[config.mk]
export PLATFORM = sky130hd
export DESIGN_NAME = pool_stream_flex_flat
export DESIGN_NICKNAME = d
export VERILOG_FILES = /design/src/rtl/pool_stream_flex_if.sv /design/src/rtl/pool_stream_flex.sv /design/src/flat_wrapper.sv
export SDC_FILE = /design/constraint.sdc
export NUM_CORES = 1
export LEC_CHECK = 0
export ABC_AREA = 0
export CAP_MARGIN = 30
export CELL_PAD_IN_SITES_DETAIL_PLACEMENT = 1
export CELL_PAD_IN_SITES_GLOBAL_PLACEMENT = 2
export CORE_MARGIN = 5
export CORE_UTILIZATION = 44
export CTS_BUF_LIST = sky130_fd_sc_hd__clkbuf_4
export DETAILED_ROUTE_END_ITERATION = 7
export PLACE_DENSITY_LB_ADDON = 0.1
export SLEW_MARGIN = 20
export SYNTH_ARGS = -nofsm -noshare
export SYNTH_HDL_FRONTEND = slang
export SYNTH_SLANG_ARGS = --single-unit
[constraint.sdc]
create_clock -name clk -period 6.19 [get_ports clk]
set_input_delay 1.238 -clock clk [delete_from_list [all_inputs] [get_ports clk]]
set_output_delay 1.238 -clock clk [all_outputs]
set_load 0.01 [all_outputs]
[src/rtl/pool_stream_flex_if.sv]
// Pixel stream interface for pool_stream_flex: input beats in, pooled pixels out.
// The master drives pixels and output backpressure; the slave is the pooling unit.
interface pool_stream_flex_if #(
    parameter int CHANNELS = 2,
    parameter int ACT_BITS = 3
) ();
    logic                         in_valid;
    logic                         in_ready;
    logic [CHANNELS*ACT_BITS-1:0] in_data;
    logic                         out_valid;
    logic                         out_ready;
    logic [CHANNELS*ACT_BITS-1:0] out_data;

    modport master (
        output in_valid, in_data, out_ready,
        input  in_ready, out_valid, out_data
    );

    modport slave (
        input  in_valid, in_data, out_ready,
        output in_ready, out_valid, out_data
    );
endinterface

[src/rtl/pool_stream_flex.sv]
// Streaming non-overlapping 2^k x 2^k max/average pooling over row-major pixels,
// keeping only one row of partial window results in a column buffer.
module pool_stream_flex #(
    parameter int CHANNELS     = 2,
    parameter int ACT_BITS     = 3,
    parameter int MAX_WIDTH    = 28,
    parameter int MAX_HEIGHT   = 28,
    parameter int KER_LOG2_MAX = 2
) (
    input  logic                                  clk,
    input  logic                                  rst,
    input  logic                                  start,
    input  logic                                  cfg_max_n_avg,
    input  logic [$clog2(KER_LOG2_MAX+1)-1:0]     cfg_ker_log2,
    input  logic [$clog2(MAX_WIDTH+1)-1:0]        cfg_width,
    input  logic [$clog2(MAX_HEIGHT+1)-1:0]       cfg_height,
    pool_stream_flex_if.slave                     strm,
    output logic                                  busy,
    output logic                                  done
);
    localparam int KW    = $clog2(KER_LOG2_MAX + 1);
    localparam int WW    = $clog2(MAX_WIDTH + 1);
    localparam int HW    = $clog2(MAX_HEIGHT + 1);
    localparam int ACC_W = ACT_BITS + 2 * KER_LOG2_MAX;
    localparam int DEPTH = MAX_WIDTH / 2;
    localparam int IW    = $clog2(DEPTH);
    localparam int DW    = CHANNELS * ACT_BITS;

    typedef enum logic [1:0] {IDLE, RUN, FLUSH} state_e;

    state_e                 state_q, state_d;
    logic                   max_q, max_d;
    logic [KW-1:0]          k_q, k_d;
    logic [WW-1:0]          width_q, width_d, col_q, col_d, kmask_c;
    logic [HW-1:0]          height_q, height_d, row_q, row_d, kmask_r;
    logic [ACC_W-1:0]       acc_q [CHANNELS];
    logic [ACC_W-1:0]       acc_d [CHANNELS];
    logic                   out_valid_q, out_valid_d;
    logic [DW-1:0]          out_data_q, out_data_d;

    logic [ACC_W-1:0]       col_buf_q [CHANNELS][DEPTH];
    logic                   buf_we;
    logic [IW-1:0]          buf_idx;
    logic [ACC_W-1:0]       buf_wdata [CHANNELS];

    logic in_ready_w, fire, grp_first, grp_last, band_first, band_last, window_done;

    function automatic logic [ACC_W-1:0] merge(input logic is_max,
                                               input logic [ACC_W-1:0] a,
                                               input logic [ACC_W-1:0] b);
        if (is_max) return (a > b) ? a : b;
        return a + b;
    endfunction

    assign in_ready_w    = (state_q == RUN) && (!out_valid_q || strm.out_ready);
    assign fire          = strm.in_valid && in_ready_w;
    assign strm.in_ready = in_ready_w;
    assign strm.out_valid = out_valid_q;
    assign strm.out_data  = out_data_q;
    assign busy          = (state_q != IDLE);
    assign done          = (state_q == FLUSH) && (!out_valid_q || strm.out_ready);

    // Window geometry: a group/band only counts if its last column/row lies inside the frame.
    assign kmask_c     = WW'((1 << k_q) - 1);
    assign kmask_r     = HW'((1 << k_q) - 1);
    assign grp_first   = (col_q & kmask_c) == '0;
    assign grp_last    = (col_q & kmask_c) == kmask_c;
    assign band_first  = (row_q & kmask_r) == '0;
    assign band_last   = (row_q & kmask_r) == kmask_r;
    assign window_done = grp_last && ((col_q | kmask_c) < width_q) && ((row_q | kmask_r) < height_q);
    assign buf_idx     = IW'(col_q >> k_q);

    always_comb begin
        logic [ACC_W-1:0] px;
        logic [ACC_W-1:0] acc_new;
        logic [ACC_W-1:0] band_val;
        // NOTE: every always_comb output gets a default first so no latch is inferred.
        state_d     = state_q;
        max_d       = max_q;
        k_d         = k_q;
        width_d     = width_q;
        height_d    = height_q;
        col_d       = col_q;
        row_d       = row_q;
        acc_d       = acc_q;
        out_data_d  = out_data_q;
        out_valid_d = out_valid_q && !strm.out_ready;
        buf_we      = 1'b0;
        px          = '0;
        acc_new     = '0;
        band_val    = '0;
        for (int c = 0; c < CHANNELS; c++) buf_wdata[c] = '0;

        case (state_q)
            IDLE: if (start) begin
                max_d    = cfg_max_n_avg;
                k_d      = (cfg_ker_log2 == '0) ? KW'(1) :
                           (cfg_ker_log2 > KW'(KER_LOG2_MAX)) ? KW'(KER_LOG2_MAX) : cfg_ker_log2;
                width_d  = cfg_width;
                height_d = cfg_height;
                col_d    = '0;
                row_d    = '0;
                state_d  = (cfg_width == '0 || cfg_height == '0) ? FLUSH : RUN;
            end
            RUN: if (fire) begin
                for (int c = 0; c < CHANNELS; c++) begin
                    px       = ACC_W'(strm.in_data[c*ACT_BITS +: ACT_BITS]);
                    acc_new  = grp_first ? px : merge(max_q, acc_q[c], px);
                    acc_d[c] = acc_new;
                    band_val = band_first ? acc_new : merge(max_q, col_buf_q[c][buf_idx], acc_new);
                    buf_wdata[c] = band_val;
                    if (window_done && band_last)
                        out_data_d[c*ACT_BITS +: ACT_BITS] =
                            ACT_BITS'(max_q ? band_val : (band_val >> {k_q, 1'b0}));
                end
                if (window_done) begin
                    if (band_last) out_valid_d = 1'b1;
                    else           buf_we      = 1'b1;
                end
                if (col_q == width_q - WW'(1)) begin
                    col_d = '0;
                    row_d = row_q + HW'(1);
                    if (row_q == height_q - HW'(1)) state_d = FLUSH;
                end else begin
                    col_d = col_q + WW'(1);
                end
            end
            FLUSH: if (!out_valid_q || strm.out_ready) state_d = IDLE;
            default: state_d = IDLE;
        endcase
    end

    always_ff @(posedge clk or posedge rst) begin
        if (rst) begin
            state_q     <= IDLE;
            max_q       <= 1'b0;
            k_q         <= '0;
            width_q     <= '0;
            height_q    <= '0;
            col_q       <= '0;
            row_q       <= '0;
            out_valid_q <= 1'b0;
            out_data_q  <= '0;
            for (int c = 0; c < CHANNELS; c++) acc_q[c] <= '0;
        end else begin
            // NOTE: sequential state uses non-blocking assignments only.
            state_q     <= state_d;
            max_q       <= max_d;
            k_q         <= k_d;
            width_q     <= width_d;
            height_q    <= height_d;
            col_q       <= col_d;
            row_q       <= row_d;
            out_valid_q <= out_valid_d;
            out_data_q  <= out_data_d;
            acc_q       <= acc_d;
        end
    end

    // NOTE: the column buffer has no reset; the first row of every band overwrites an entry before it is read.
    always_ff @(posedge clk) begin
        if (buf_we)
            for (int c = 0; c < CHANNELS; c++) col_buf_q[c][buf_idx] <= buf_wdata[c];
    end
endmodule
[src/flat_wrapper.sv]
// flat-port wrapper written by rule: the top's interface ports become plain ports
module pool_stream_flex_flat 
#(
    parameter int CHANNELS     = 2,
    parameter int ACT_BITS     = 3,
    parameter int MAX_WIDTH    = 28,
    parameter int MAX_HEIGHT   = 28,
    parameter int KER_LOG2_MAX = 2
)
  (clk, rst, start, cfg_max_n_avg, cfg_ker_log2, cfg_width, cfg_height, busy, done, strm_in_valid, strm_in_data, strm_out_ready, strm_in_ready, strm_out_valid, strm_out_data);
  pool_stream_flex_if #(.CHANNELS(CHANNELS), .ACT_BITS(ACT_BITS)) strm_i ();
  input  logic clk;
  input  logic rst;
  input  logic start;
  input  logic cfg_max_n_avg;
  input  logic [$clog2(KER_LOG2_MAX+1)-1:0] cfg_ker_log2;
  input  logic [$clog2(MAX_WIDTH+1)-1:0] cfg_width;
  input  logic [$clog2(MAX_HEIGHT+1)-1:0] cfg_height;
  output logic busy;
  output logic done;
  input wire logic [$bits(strm_i.in_valid)-1:0] strm_in_valid;
  input wire logic [$bits(strm_i.in_data)-1:0] strm_in_data;
  input wire logic [$bits(strm_i.out_ready)-1:0] strm_out_ready;
  output wire logic [$bits(strm_i.in_ready)-1:0] strm_in_ready;
  output wire logic [$bits(strm_i.out_valid)-1:0] strm_out_valid;
  output wire logic [$bits(strm_i.out_data)-1:0] strm_out_data;
  assign strm_i.in_valid = strm_in_valid;
  assign strm_i.in_data = strm_in_data;
  assign strm_i.out_ready = strm_out_ready;
  assign strm_in_ready = strm_i.in_ready;
  assign strm_out_valid = strm_i.out_valid;
  assign strm_out_data = strm_i.out_data;
  pool_stream_flex #(.CHANNELS(CHANNELS), .ACT_BITS(ACT_BITS), .MAX_WIDTH(MAX_WIDTH), .MAX_HEIGHT(MAX_HEIGHT), .KER_LOG2_MAX(KER_LOG2_MAX)) u_core (.clk(clk), .rst(rst), .start(start), .cfg_max_n_avg(cfg_max_n_avg), .cfg_ker_log2(cfg_ker_log2), .cfg_width(cfg_width), .cfg_height(cfg_height), .strm(strm_i), .busy(busy), .done(done));
endmodule
==> Yosys cells after proc, flatten, opt, wreduce, memory -nomap -nowiden <==
Memories as Yosys holds them, arrays and structs flattened.
Cells that the tools add are included.
{ "word_totals": {"n_memories": 1, "romBits": 0, "out_inout_bits": 10, "mem_bits_rw": 196, "latchBits": 0, "ff_bits": 46} }
{ "classes": {"div_mod_pow": 0, "muxes": 65, "eq_ne": 11, "n_mul": 0, "order_cmp": 9, "n_bitwise": 5, "addsub": 9, "n_reduce_logical": 26, "shifts": 4} }
{ "mem_list": {"columns": ["memory", "depth", "word_bits", "read_ports", "rd_ports_with_merged_regs", "write_ports", "line", "text"], "rows": [
  ["u_core.col_buf_q", 2, 98, 2, 0, 2, "pool_stream_flex.sv:41", "logic [ACC_W-1:0] col_buf_q [CHANNELS][DEPTH];"]
]} }
{ "op_table": {"columns": ["operator", "n"], "rows": [
  ["$mux W7", 29],
  ["$mux W98", 1],
  ["$bmux W7 S4", 2],
  ["$demux W7 S4", 1],
  ["$mux W14", 2],
  ["$mux W5", 5],
  ["$eq A5 B5 Y1", 4],
  ["$logic_not A5 Y1", 4],
  ["$pmux W5 S2", 2],
  ["$mux W2", 8],
  ["$add A7 B3 Y7", 2],
  ["$add A7 B7 Y7", 2],
  ["$gt A7 B3 Y1", 2],
  ["$gt A7 B7 Y1", 2],
  ["$shr A7 B3 Y3", 2],
  ["$mux W1", 12],
  ["$add A5 B1 Y5 const B", 2],
  ["$and A5 B5 Y5", 2],
  ["$lt A5 B5 Y1", 2],
  ["$or A5 B5 Y5", 2],
  ["$sub A5 B1 Y5 const B", 2],
  ["$logic_and A1 B1 Y1", 8],
  ["$ne A2 B2 Y1 const B", 4],
  ["$mux W3", 2],
  ["other kinds (19)", 25]
]} }

==> Logic depth before layout (Yosys ltp) <==
Gate-level depths: netlist (run 1).
{ "logic_depth": {"depth_word": 19, "ltp_mapped": 22, "depth_no_buf": 20} }

==> Worst setup path before layout (run 1) <==
No wires, ideal clock.
{ "synth_path": {"path_kind": "register to register", "startpoint": "register u_core.k_q[0]", "endpoint": "memory u_core.col_buf_q[0][15] in the netlist's numbering, data pin", "path_slack_ns": 1.241, "setup_time_ns": 0.291, "t_arrival_ns": 4.658, "path_stages_with_launch": 19, "path_cell_list": "dfrtp_1 buf_6 clkbuf_1 buf_2 nand2_1 ha_1 o221ai_1 nor2_1 a41oi_1 mux2i_1 inv_1 ha_1 o21bai_1 a21oi_1 o21ai_0 nand2_1 nor3_1 nand2b_1 a31oi_1"} }
{ "synth_lines": {"columns": ["item", "line", "text"], "rows": [
  ["start, declared", "pool_stream_flex.sv:33", "logic [KW-1:0] k_q, k_d;"],
  ["start signal, assigned", "pool_stream_flex.sv:149", "k_q <= k_d;"],
  ["end, declared", "pool_stream_flex.sv:41", null]
]} }

==> qor.csv, run 1 <==
stage,metric,value,unit
run_status,status,"complete, no violations",
synthesis,asr flop ratio synth,19.0,%
job,maximum capacitance violations,0,
cells_and_area,Area Overhead vs Synth,15.6,%
setup_path,CP Data Required Time,6.52,ns
detailed_routing,Final ANT Viol Nets,0,
sta,setup_tns,0,ns
sta,Slew @ Worst Pin,0.986,ns
synthesis,Syn Std Cell Area,12800,sq um
synthesis,syn avg cell area,11.3,sq um
sta,Fin. Hold Viols,0,
synthesis,Synth Register Bits,242,
grt,met2 GRT Util,39.8,%
synthesis,Mapped Cells,1134,
grt,vias in the first global route,10222,
clocking,CTS tree,done,
setup_path,delay of the slowest critical-path stage,0.77,ns
floorplan,Die W,181,um
synthesis,"count leader, synth",edfxtp_1,
placed_design,placed cell area,14000,sq um
sta,max-slew violation count,0,
sta,maximum clock rate,172,MHz
setup_path,Setup CP Type,register to register,
setup_path,total stage count of the critical path,17,
cells_and_area,Filler cells,3110,
floorplan,Top Ports,34,
clocking,CTS hold repair buffers,0,
pwr,peak supply drop,208,uV
grt,Overflow after GRT,0,
clocking,"Reg clk slew, reported paths",0.06,ns
grt,GR Layer Usage met1,30.6,%
synthesis,sequential area share after synthesis,54.8,%
clocking,clock latency on the worst-skew pair,0.69,ns
synthesis,top cell type by total area after synthesis,edfxtp_1,
sta,RSZ-0062 raised after global routing,false,
synthesis,syn_nets,1213,
cells_and_area,Final #Nets,1337,
worst_hold_path,Worst Hold Class,register to register,
pwr,PD cells,448,nW/um^2
sta,normalized max-slew margin,34.0,%
detailed_routing,Via density,5.73,
synthesis,Yosys Warn Count,0,
detailed_routing,number of remaining DRC errors,0,
setup_path,crit path launch type,register,
grt,gr busiest metal,met2,
detailed_routing,Wirelength per Cell,22.7,um
cells_and_area,"Design Area, Final",14800,sq um
grt,gr usage total,23.4,%
synthesis,Synth Flop Type,edfxtp_1,
sta,final clock period utilization by the worst path,93.9,%
cells_and_area,fraction of layout cells with a size suffix above 1,18.0,%
setup_path,Critical Path AT,6.15,ns
floorplan,Cell Rows,62,
grt,largest net degree at the start of global routing,43,
synthesis,Commonest cells post-synth,"edfxtp_1 (196), nand2_1 (161), nor2_1 (73)",
clocking,H-Tree Depth,3,
clocking,Root Driver,clkbuf_4,
sta,final critical-path required period,5.81,ns
clocking,CTS Buffer Depth,3,
setup_path,reg2reg path depth,17,
detailed_routing,total vias in the final route,9679,
setup_path,number of buffers and inverters on the critical path,2,
grt,met3 global-route usage,4.26,%
setup_path,crit-path cells,"buf_4, mux4_2, o221a_2, nand3_1, o21ai_1, a311o_1, a2111oi_2, inv_1, ha_1, fa_1, nand2b_1, a21oi_1, nor2_1, xnor2_1, a221oi_1, o21ai_0, nor2_1",
detailed_routing,Iter 0 DRT Violations,544,
placed_design,DP HPWL,26700,um
pwr,Leakage,5.61,nW
worst_hold_path,Hold Path Depth,2,
detailed_routing,Routed WL,38400,um
floorplan,initial core utilization,44.6,%
clocking,TritonCTS Buffers,69,
setup_path,largest fanout on the critical path,17,
sta,Setup-failing EPs final,0,
placed_design,GP Congestion,0.857,
setup_path,slowest CP cell,nor2_1,
synthesis,Post-synth EDFFs,196,
sta,Fin Clk Skew,0.0402,ns
grt,first-pass GRT wire length,59700,um
clocking,post-CTS setup buffer count,0,
synthesis,"top cells by area, synth","edfxtp_1 (46%), dfrtp_1 (9.0%), ha_1 (5.0%)",
placed_design,I/O Buffers,32,
floorplan,die area,32700,sq um
detailed_routing,DR pass1 iterations,5,
synthesis,Yosys top cell area share,45.9,%
setup_path,cell repeated most along the worst path,nor2_1,
setup_path,Critical Path End Type,register,
clocking,post-cts sizing count,0,
grt,initial antenna violation count,1,
floorplan,area of the core,28800,sq um
synthesis,Yosys cell types,93,
clocking,clock sink count,242,
cells_and_area,final core occ,51.5,%
floorplan,Die Ht,181,um
setup_path,cell class contributing the biggest share of worst-path delay,compound AO/OA/AOI/OAI gates,
-- stage by stage --
step                setup slack, ns  power (mW)  cells  hold slack (ns)
detailed placement           0.0694        5.23   1568            0.495
global placement              0.172        5.16   1566            0.470
floorplan                      1.24        4.16   1134            0.492
CTS                           0.418        6.69   1684            0.509
finish                        0.379        6.64   1688            0.496
global route                0.00897        7.13   1688            0.528
-- cell families (layout without fill, tap and decap cells) --
logic type / Yosys count / in the layout / share of synthesized area [%]
adders and majority gates: 55 / 55 / 5.60
muxes: 67 / 67 / 5.70
buffers and inverters: 110 / 279 / 3.64
DFF: 242 / 242 / 54.8
AOI/OAI and AO/OA: 259 / 259 / 14.4
other: 0 / 1 / 0
and+or+nand+nor: 372 / 372 / 13.8
xor gates and xnor gates: 29 / 29 / 1.98
-- where the power goes --
group          leakage (nW)  switching [mW]  internal [mW]
sequential             2.39           0.163           1.94
clock                 0.495           0.677          0.750
combinational          2.72            1.88           1.23
-- cell usage in the layout, fill, tap and decap left out, types with 5 or more instances in the layout --
cell | Yosys | final
edfxtp_1 | 196 | 196
o221a_2 | 5 | 5
nand3_1 | 33 | 33
a221oi_1 | 9 | 9
and3_1 | 5 | 5
mux2_2 | 22 | 22
a211oi_1 | 11 | 11
o221ai_1 | 7 | 7
buf_4 | 2 | 77
nor2b_1 | 16 | 14
xor2_1 | 16 | 16
nor3_1 | 14 | 13
o22ai_1 | 9 | 9
a21o_1 | 8 | 8
nand4_1 | 7 | 7
clkbuf_4 | 0 | 95
nand2_1 | 161 | 161
or2_2 | 5 | 5
nand2b_1 | 10 | 10
nor4_1 | 7 | 7
mux2i_1 | 41 | 41
a31oi_1 | 8 | 8
or4b_1 | 5 | 5
nand3b_1 | 5 | 5
o21ai_0 | 56 | 56
clkinv_1 | 0 | 15
ha_1 | 51 | 51
inv_1 | 50 | 49
clkdlybuf4s50_1 | 0 | 32
o21a_1 | 7 | 7
a21oi_1 | 45 | 45
a32oi_1 | 17 | 17
o21ai_1 | 6 | 6
o21bai_1 | 7 | 7
nor2_1 | 73 | 73
xnor2_1 | 13 | 13
o2111ai_1 | 6 | 6
dfrtp_1 | 46 | 46
-- sequential cells by signal, indices dropped and copies added (netlist names) --
signal / flops
u_core.width_q: 5
u_core.max_q: 1
u_core.row_q: 5
u_core.strm.out_data: 6
u_core.height_q: 5
u_core.col_buf_q: 196
u_core.k_q: 2
u_core.state_q: 2
u_core.strm.out_valid: 1
u_core.col_q: 5
u_core.acc_q: 14
-- per-layer routing --
layer | vias up | wire length, um
met5 | - | 0
met2 | 234 | 18800
li1 | 4528 | -
met4 | 0 | 897
met1 | 4848 | 16800
met3 | 69 | 1910
-- worst min-delay path: stages (launching register included) --
cell     delay, ns
dfrtp_1       0.34
nand2_1       0.05
o21ai_1       0.06
-- final timing paths --
check | startpoint | end | slack [ns]
max | u_core.k_q[1] | u_core.col_buf_q[0][144] | 0.38
min | u_core.strm.out_data[5] | u_core.strm.out_data[5] | 0.50
max reg2reg | u_core.k_q[1] | u_core.col_buf_q[0][144] | 0.38
min reg2reg | u_core.strm.out_data[5] | u_core.strm.out_data[5] | 0.50
max in group asynchronous | rst | u_core.acc_q[11] | 4.71
min in group asynchronous | rst | u_core.col_q[1] | 0.93
-- layout make-up --
cell class / instances / area, sq um / share of cell area [%]
clock inverters: 21 / 113 / 0.759
clock buffers: 95 / 713 / 4.81
flip-flops and latches: 242 / 7040 / 47.5
repair buffers: 112 / 953 / 6.43
multi-input cells: 782 / 5340 / 36.0
diodes: 1 / 2.50 / 0.0169
inverters: 51 / 191 / 1.29
well taps: 384 / 480 / 3.24
Power figures use the tool's default switching activity.
==> inputs of run 2 (changes only) <==
--- a/config.mk
+++ b/config.mk
@@ -5,7 +5,6 @@
 export SDC_FILE = /design/constraint.sdc
 export NUM_CORES = 1
 export LEC_CHECK = 0
-export ABC_AREA = 0
 export CAP_MARGIN = 30
 export CELL_PAD_IN_SITES_DETAIL_PLACEMENT = 1
 export CELL_PAD_IN_SITES_GLOBAL_PLACEMENT = 2
@@ -14,6 +13,7 @@
 export CTS_BUF_LIST = sky130_fd_sc_hd__clkbuf_4
 export DETAILED_ROUTE_END_ITERATION = 7
 export PLACE_DENSITY_LB_ADDON = 0.1
+export SETUP_SLACK_MARGIN = 0.2
 export SLEW_MARGIN = 20
 export SYNTH_ARGS = -nofsm -noshare
 export SYNTH_HDL_FRONTEND = slang
==> run 2 against run 1 <==
Compared with the run above:
- worst hold slack barely moved
- worst setup slack improved by 0.30 ns
- non-clock buffer count unchanged
- wire length is essentially flat
- final cell count unchanged
- clock power is essentially flat
- via count down 0.32%
- largest cell class unchanged
==> qor.csv, run 2 (synthesis results as in run 1) <==
stage,metric,value,unit
clocking,CTS hold repair buffers,0,
cells_and_area,Largest Register,u_core.col_buf_q,
grt,met2 GRT Util,39.8,%
grt,met3 global-route usage,4.26,%
clocking,Root Driver,clkbuf_4,
pwr,PD cells,448,nW/um^2
setup_path,slowest CP cell,dfrtp_1,
sta,Slew @ Worst Pin,0.919,ns
detailed_routing,Wirelength per Cell,22.7,um
grt,initial antenna violation count,1,
sta,RSZ-0062 raised after global routing,false,
floorplan,die area,32700,sq um
pwr,Gate power share,46.8,%
sta,Fin Clk Skew,0.0396,ns
grt,gr busiest metal,met2,
job,maximum capacitance violations,0,
pwr,Pint,3.92,mW
pwr,sequential share of power,31.7,%
setup_path,cell class contributing the biggest share of worst-path delay,simple AND/OR/NAND/NOR gates,
worst_hold_path,HP Start,u_core.strm.out_data[5],
detailed_routing,Final ANT Viol Nets,0,
pwr,P_sw,2.73,mW
worst_hold_path,Worst Hold Class,register to register,
run_status,status,"complete, no violations",
cells_and_area,fraction of layout cells with a size suffix above 1,18.2,%
cells_and_area,number of flip-flops in the largest register,196,
cells_and_area,"commonest non-fill, non-tap cell in the layout",edfxtp_1,
cells_and_area,Final #Nets,1337,
setup_path,CP startpoint,u_core.k_q[1],
grt,first-pass GRT wire length,59700,um
detailed_routing,Via density,5.72,
sta,final critical-path required period,5.51,ns
cells_and_area,"Cell Count, Final, Fillers Out",1688,
clocking,clock latency on the worst-skew pair,0.69,ns
sta,normalized max-slew margin,38.5,%
setup_path,crit path launch type,register,
detailed_routing,Iter 0 DRT Violations,505,
setup_path,CP Data Required Time,6.55,ns
placed_design,I/O Buffers,32,
floorplan,Die W,181,um
setup_path,Setup CP Type,register to register,
setup_path,delay of the slowest critical-path stage,0.65,ns
cells_and_area,Area Overhead vs Synth,15.6,%
placed_design,placed cells,1568,
pwr,Leakage,5.61,nW
floorplan,Top Ports,34,
sta,setup_tns,0,ns
grt,Overflow after GRT,0,
cells_and_area,Filler cells,3107,
floorplan,Cell Rows,62,
setup_path,largest fanout on the critical path,15,
clocking,CTS Buffer Depth,3,
setup_path,Critical Path AT,5.87,ns
sta,max-slew violation count,0,
grt,gr usage total,23.4,%
clocking,H-Tree Depth,3,
pwr,peak supply drop,209,uV
sta,WHS,0.496,ns
setup_path,crit-path cells,"buf_4, mux2i_1, mux2_2, buf_4, nand2_1, nand3_1, a21oi_1, nor2_1, ha_1, a21oi_1, o31a_1, o21ai_0, buf_4, nand2_1, nor3_1, buf_4, a221o_1, nor2_1",
sta,Setup-failing EPs final,0,
setup_path,R2R Path Start,u_core.k_q[1],
sta,maximum clock rate,182,MHz
cells_and_area,FF+latch area,7040,sq um
cells_and_area,"Design Area, Final",14800,sq um
clocking,clock sink count,242,
detailed_routing,Routed WL,38400,um
sta,final clock period utilization by the worst path,89.0,%
clocking,CTS tree,done,
detailed_routing,DR pass1 iterations,4,
placed_design,DP HPWL,26700,um
setup_path,cell repeated most along the worst path,buf_4,
cells_and_area,multi-input logic area,5340,sq um
grt,vias in the first global route,10222,
setup_path,number of buffers and inverters on the critical path,4,
placed_design,GP Congestion,0.857,
detailed_routing,number of remaining DRC errors,0,
clocking,"Reg clk slew, reported paths",0.07,ns
placed_design,placed cell area,14000,sq um
cells_and_area,"commonest non-fill, non-tap cells in the layout","edfxtp_1 (196), nand2_1 (161), clkbuf_4 (95), buf_4 (77), nor2_1 (71)",
cells_and_area,final core occ,51.5,%
grt,largest net degree at the start of global routing,43,
pwr,Clock power frac,21.5,%
pwr,Switching Fraction,41.0,%
detailed_routing,total vias in the final route,9648,
clocking,TritonCTS Buffers,69,
floorplan,Die Ht,181,um
floorplan,initial core utilization,44.6,%
setup_path,Critical Path End Type,register,
floorplan,area of the core,28800,sq um
sta,Fin. Hold Viols,0,
grt,GR Layer Usage met1,30.6,%
-- run 2: cell type report --
type / instances / area share (%)
inverters: 51 / 1.29
well taps: 384 / 3.24
flip-flops and latches: 242 / 47.4
multi-input cells: 782 / 36.0
repair buffers: 112 / 6.43
clock inverters: 21 / 0.759
clock buffers: 95 / 4.81
diodes: 1 / 0.0169
-- run 2: path summary, 6_finish.rpt --
kind	cells past startpoint	slack [ns]	to
max	18	0.68	u_core.col_buf_q[0][49]
min	2	0.50	u_core.strm.out_data[5]
max reg2reg	18	0.68	u_core.col_buf_q[0][49]
min reg2reg	2	0.50	u_core.strm.out_data[5]
max in group asynchronous	3	4.70	u_core.acc_q[11]
min in group asynchronous	2	0.93	u_core.col_q[1]
-- run 2: through the flow --
stage	setup WS [ns]	total power, mW
global route	0.276	7.14
floorplan	1.24	4.16
CTS	0.418	6.69
global placement	0.172	5.16
detailed placement	0.0694	5.23
finish	0.683	6.65
-- run 2: power groups by stage --
stage	registers, mW	clock network (mW)	logic [mW]
after detailed placement	2.14	0	3.09
after global placement	2.13	0	3.03
final	2.10	1.43	3.11
after floorplan	2.04	0	2.12
after CTS	2.11	1.48	3.11
after global routing	2.12	1.57	3.44
-- run 2: metal layers --
layer  vias up  wire, um
met5         -         0
met4         0       916
met3        67      1770
met2       220     18800
met1      4837     16900
li1       4524         -
-- run 2: worst min-delay path: stages, from the launching register on --
cell     delay [ns]
dfrtp_1        0.34
nand2_1        0.05
o21ai_1        0.06
-- run 2: repair_timing --
item / 4_1_cts / 5_1_grt
buffers inserted: 0 / 0
endpoints found under the setup margin: 0 / 28
gates resized for setup: 0 / 2
endpoints found under the hold margin: 0 / 0
==> inputs of run 3 (changes only) <==
--- a/config.mk
+++ b/config.mk
@@ -9,7 +9,7 @@
 export CELL_PAD_IN_SITES_DETAIL_PLACEMENT = 1
 export CELL_PAD_IN_SITES_GLOBAL_PLACEMENT = 2
 export CORE_MARGIN = 5
-export CORE_UTILIZATION = 44
+export CORE_UTILIZATION = 40
 export CTS_BUF_LIST = sky130_fd_sc_hd__clkbuf_4
 export DETAILED_ROUTE_END_ITERATION = 7
 export PLACE_DENSITY_LB_ADDON = 0.1
==> run 3 against run 2 <==
Compared with the run above:
- maximum frequency is essentially flat
- largest power group unchanged
- die area rose by 9.4%
- total power increased by 1.8%
- highest routed layer unchanged
==> qor.csv, run 3 (synthesis results as in run 1) <==
stage,metric,value,unit
clocking,CTS Buffer Depth,3,
clocking,clock latency on the worst-skew pair,0.70,ns
detailed_routing,Iter 0 DRT Violations,478,
sta,Fin Clk Skew,0.0816,ns
placed_design,GP Congestion,0.805,
pwr,peak supply drop,182,uV
cells_and_area,Largest Register,u_core.col_buf_q,
run_status,status,"complete, no violations",
setup_path,CP Data Required Time,6.77,ns
setup_path,Critical Path AT,6.09,ns
clocking,Root Driver,clkbuf_4,
clocking,H-Tree Depth,3,
floorplan,area of the core,31600,sq um
pwr,Gate power share,47.2,%
grt,vias in the first global route,10126,
sta,Slew @ Worst Pin,0.904,ns
clocking,post-cts sizing count,0,
detailed_routing,total vias in the final route,9598,
clocking,CTS hold repair buffers,0,
worst_hold_path,Worst Hold Class,register to register,
clocking,CTS tree,done,
grt,first-pass GRT wire length,59900,um
sta,final critical-path required period,5.51,ns
grt,Overflow after GRT,0,
cells_and_area,Filler cells,3472,
setup_path,largest fanout on the critical path,18,
sta,maximum clock rate,181,MHz
clocking,"Reg clk slew, reported paths",0.07,ns
floorplan,initial core utilization,40.6,%
pwr,P_sw,2.77,mW
sta,Setup-failing EPs final,0,
clocking,post-CTS setup buffer count,0,
clocking,clock sink count,242,
pwr,PD cells,453,nW/um^2
job,maximum capacitance violations,0,
cells_and_area,"commonest non-fill, non-tap cell in the layout",edfxtp_1,
sta,max-slew violation count,0,
grt,largest net degree at the start of global routing,47,
detailed_routing,Final ANT Viol Nets,0,
floorplan,Cell Rows,65,
pwr,Switching Fraction,40.9,%
cells_and_area,number of flip-flops in the largest register,196,
pwr,Pint,4.00,mW
detailed_routing,DR pass1 iterations,5,
detailed_routing,Wirelength per Cell,22.8,um
clocking,TritonCTS Buffers,70,
pwr,Leakage,5.67,nW
grt,initial antenna violation count,2,
setup_path,Critical Path End Type,register,
floorplan,die area,35800,sq um
placed_design,DP HPWL,27400,um
floorplan,Top Ports,34,
setup_path,Setup CP Type,register to register,
cells_and_area,Area Overhead vs Synth,16.5,%
cells_and_area,"commonest non-fill, non-tap cells in the layout","edfxtp_1 (196), nand2_1 (161), clkbuf_4 (99), buf_4 (88), nor2_1 (72)",
cells_and_area,fraction of layout cells with a size suffix above 1,19.2,%
pwr,Clock power frac,21.7,%
detailed_routing,Routed WL,39000,um
sta,final clock period utilization by the worst path,89.0,%
sta,Fin. Hold Viols,0,
sta,normalized max-slew margin,39.7,%
sta,setup_tns,0,ns
sta,RSZ-0062 raised after global routing,false,
pwr,sequential share of power,31.1,%
floorplan,Die W,189,um
cells_and_area,Final #Nets,1348,
detailed_routing,Via density,5.60,
setup_path,crit path launch type,register,
placed_design,I/O Buffers,32,
detailed_routing,number of remaining DRC errors,0,
grt,gr usage total,21.7,%
pwr,Tot Pwr,6.76,mW
floorplan,Die Ht,189,um
==> run 3: cell count changes in the layout (fill, tap and decap cells not counted), sizes merged <==
cell and change:
diode +1, buf +10, clkinv -8, clkbuf +4
==> run 3: path summary, 6_finish.rpt <==
kind                                         startpoint                       to  slack, ns  depth (start not counted)
worst min register to register  u_core.strm.out_data[5]  u_core.strm.out_data[5]       0.49                          2
min in group asynchronous                           rst          u_core.acc_q[1]       1.00                          2
worst min-delay path            u_core.strm.out_data[5]  u_core.strm.out_data[5]       0.49                          2
max in group asynchronous                           rst            u_core.k_q[1]       4.69                          2
worst max-delay path                      u_core.k_q[1]  u_core.strm.out_data[3]       0.68                         18
worst max register to register            u_core.k_q[1]  u_core.strm.out_data[3]       0.68                         18
==> run 3: power by group through the flow <==
stage / logic, mW / clock network [mW] / registers (mW)
2_1_floorplan: 2.12 / 0 / 2.04
3_3_place_gp: 3.13 / 0 / 2.14
3_5_place_dp: 3.18 / 0 / 2.14
4_1_cts: 3.20 / 1.51 / 2.11
5_1_grt: 3.51 / 1.61 / 2.13
6_report: 3.19 / 1.47 / 2.11
==> run 3: critical path: stages, from the launching register on <==
cell       delay, ns
dfrtp_1         0.76
inv_1           0.13
nand2_1         0.24
ha_1            0.29
nand2_1         0.07
o221ai_1        0.48
buf_4           0.24
or2_1           0.31
o22ai_1         0.18
or2_2           0.36
ha_1            0.37
a21oi_1         0.23
o2111ai_1       0.23
buf_4           0.22
nand2_1         0.06
or4b_2          0.62
a31oi_1         0.27
nor4_1          0.09
a221oi_1        0.30
==> run 3: per-layer routing <==
layer / routed length (um) / GRT usage [%] / vias to the layer above
met3: 1670 / 3.98 / 69
met5: 0 / 0 / -
met1: 18000 / 29.3 / 4807
met4: 1100 / 7.74 / 0
met2: 18300 / 35.4 / 186
li1: - / - / 4536
==> run 3: final cells by class <==
type	instances	area (sq um)	share of cell area [%]
clock buffers	99	743	4.97
repair buffers	122	1020	6.83
multi-input cells	782	5340	35.7
inverters	51	194	1.30
clock inverters	13	97.6	0.653
diodes	2	5.00	0.0335
well taps	402	503	3.37
flip-flops and latches	242	7040	47.1
==> run 3: through the flow <==
stage / setup slack [ns] / hold slack (ns) / instance area [sq um] / util [%] / cells
after CTS: 0.264 / 0.497 / 14900 / 47.0 / 1705
after global placement: 0.157 / 0.475 / 14000 / 44.4 / 1593
after detailed placement: -0.0626 / 0.486 / 14000 / 44.4 / 1593
after floorplan: 1.24 / 0.492 / 12800 / - / 1134
after global routing: 0.228 / 0.553 / 14900 / 47.2 / 1713
final: 0.680 / 0.490 / 14900 / 47.2 / 1713
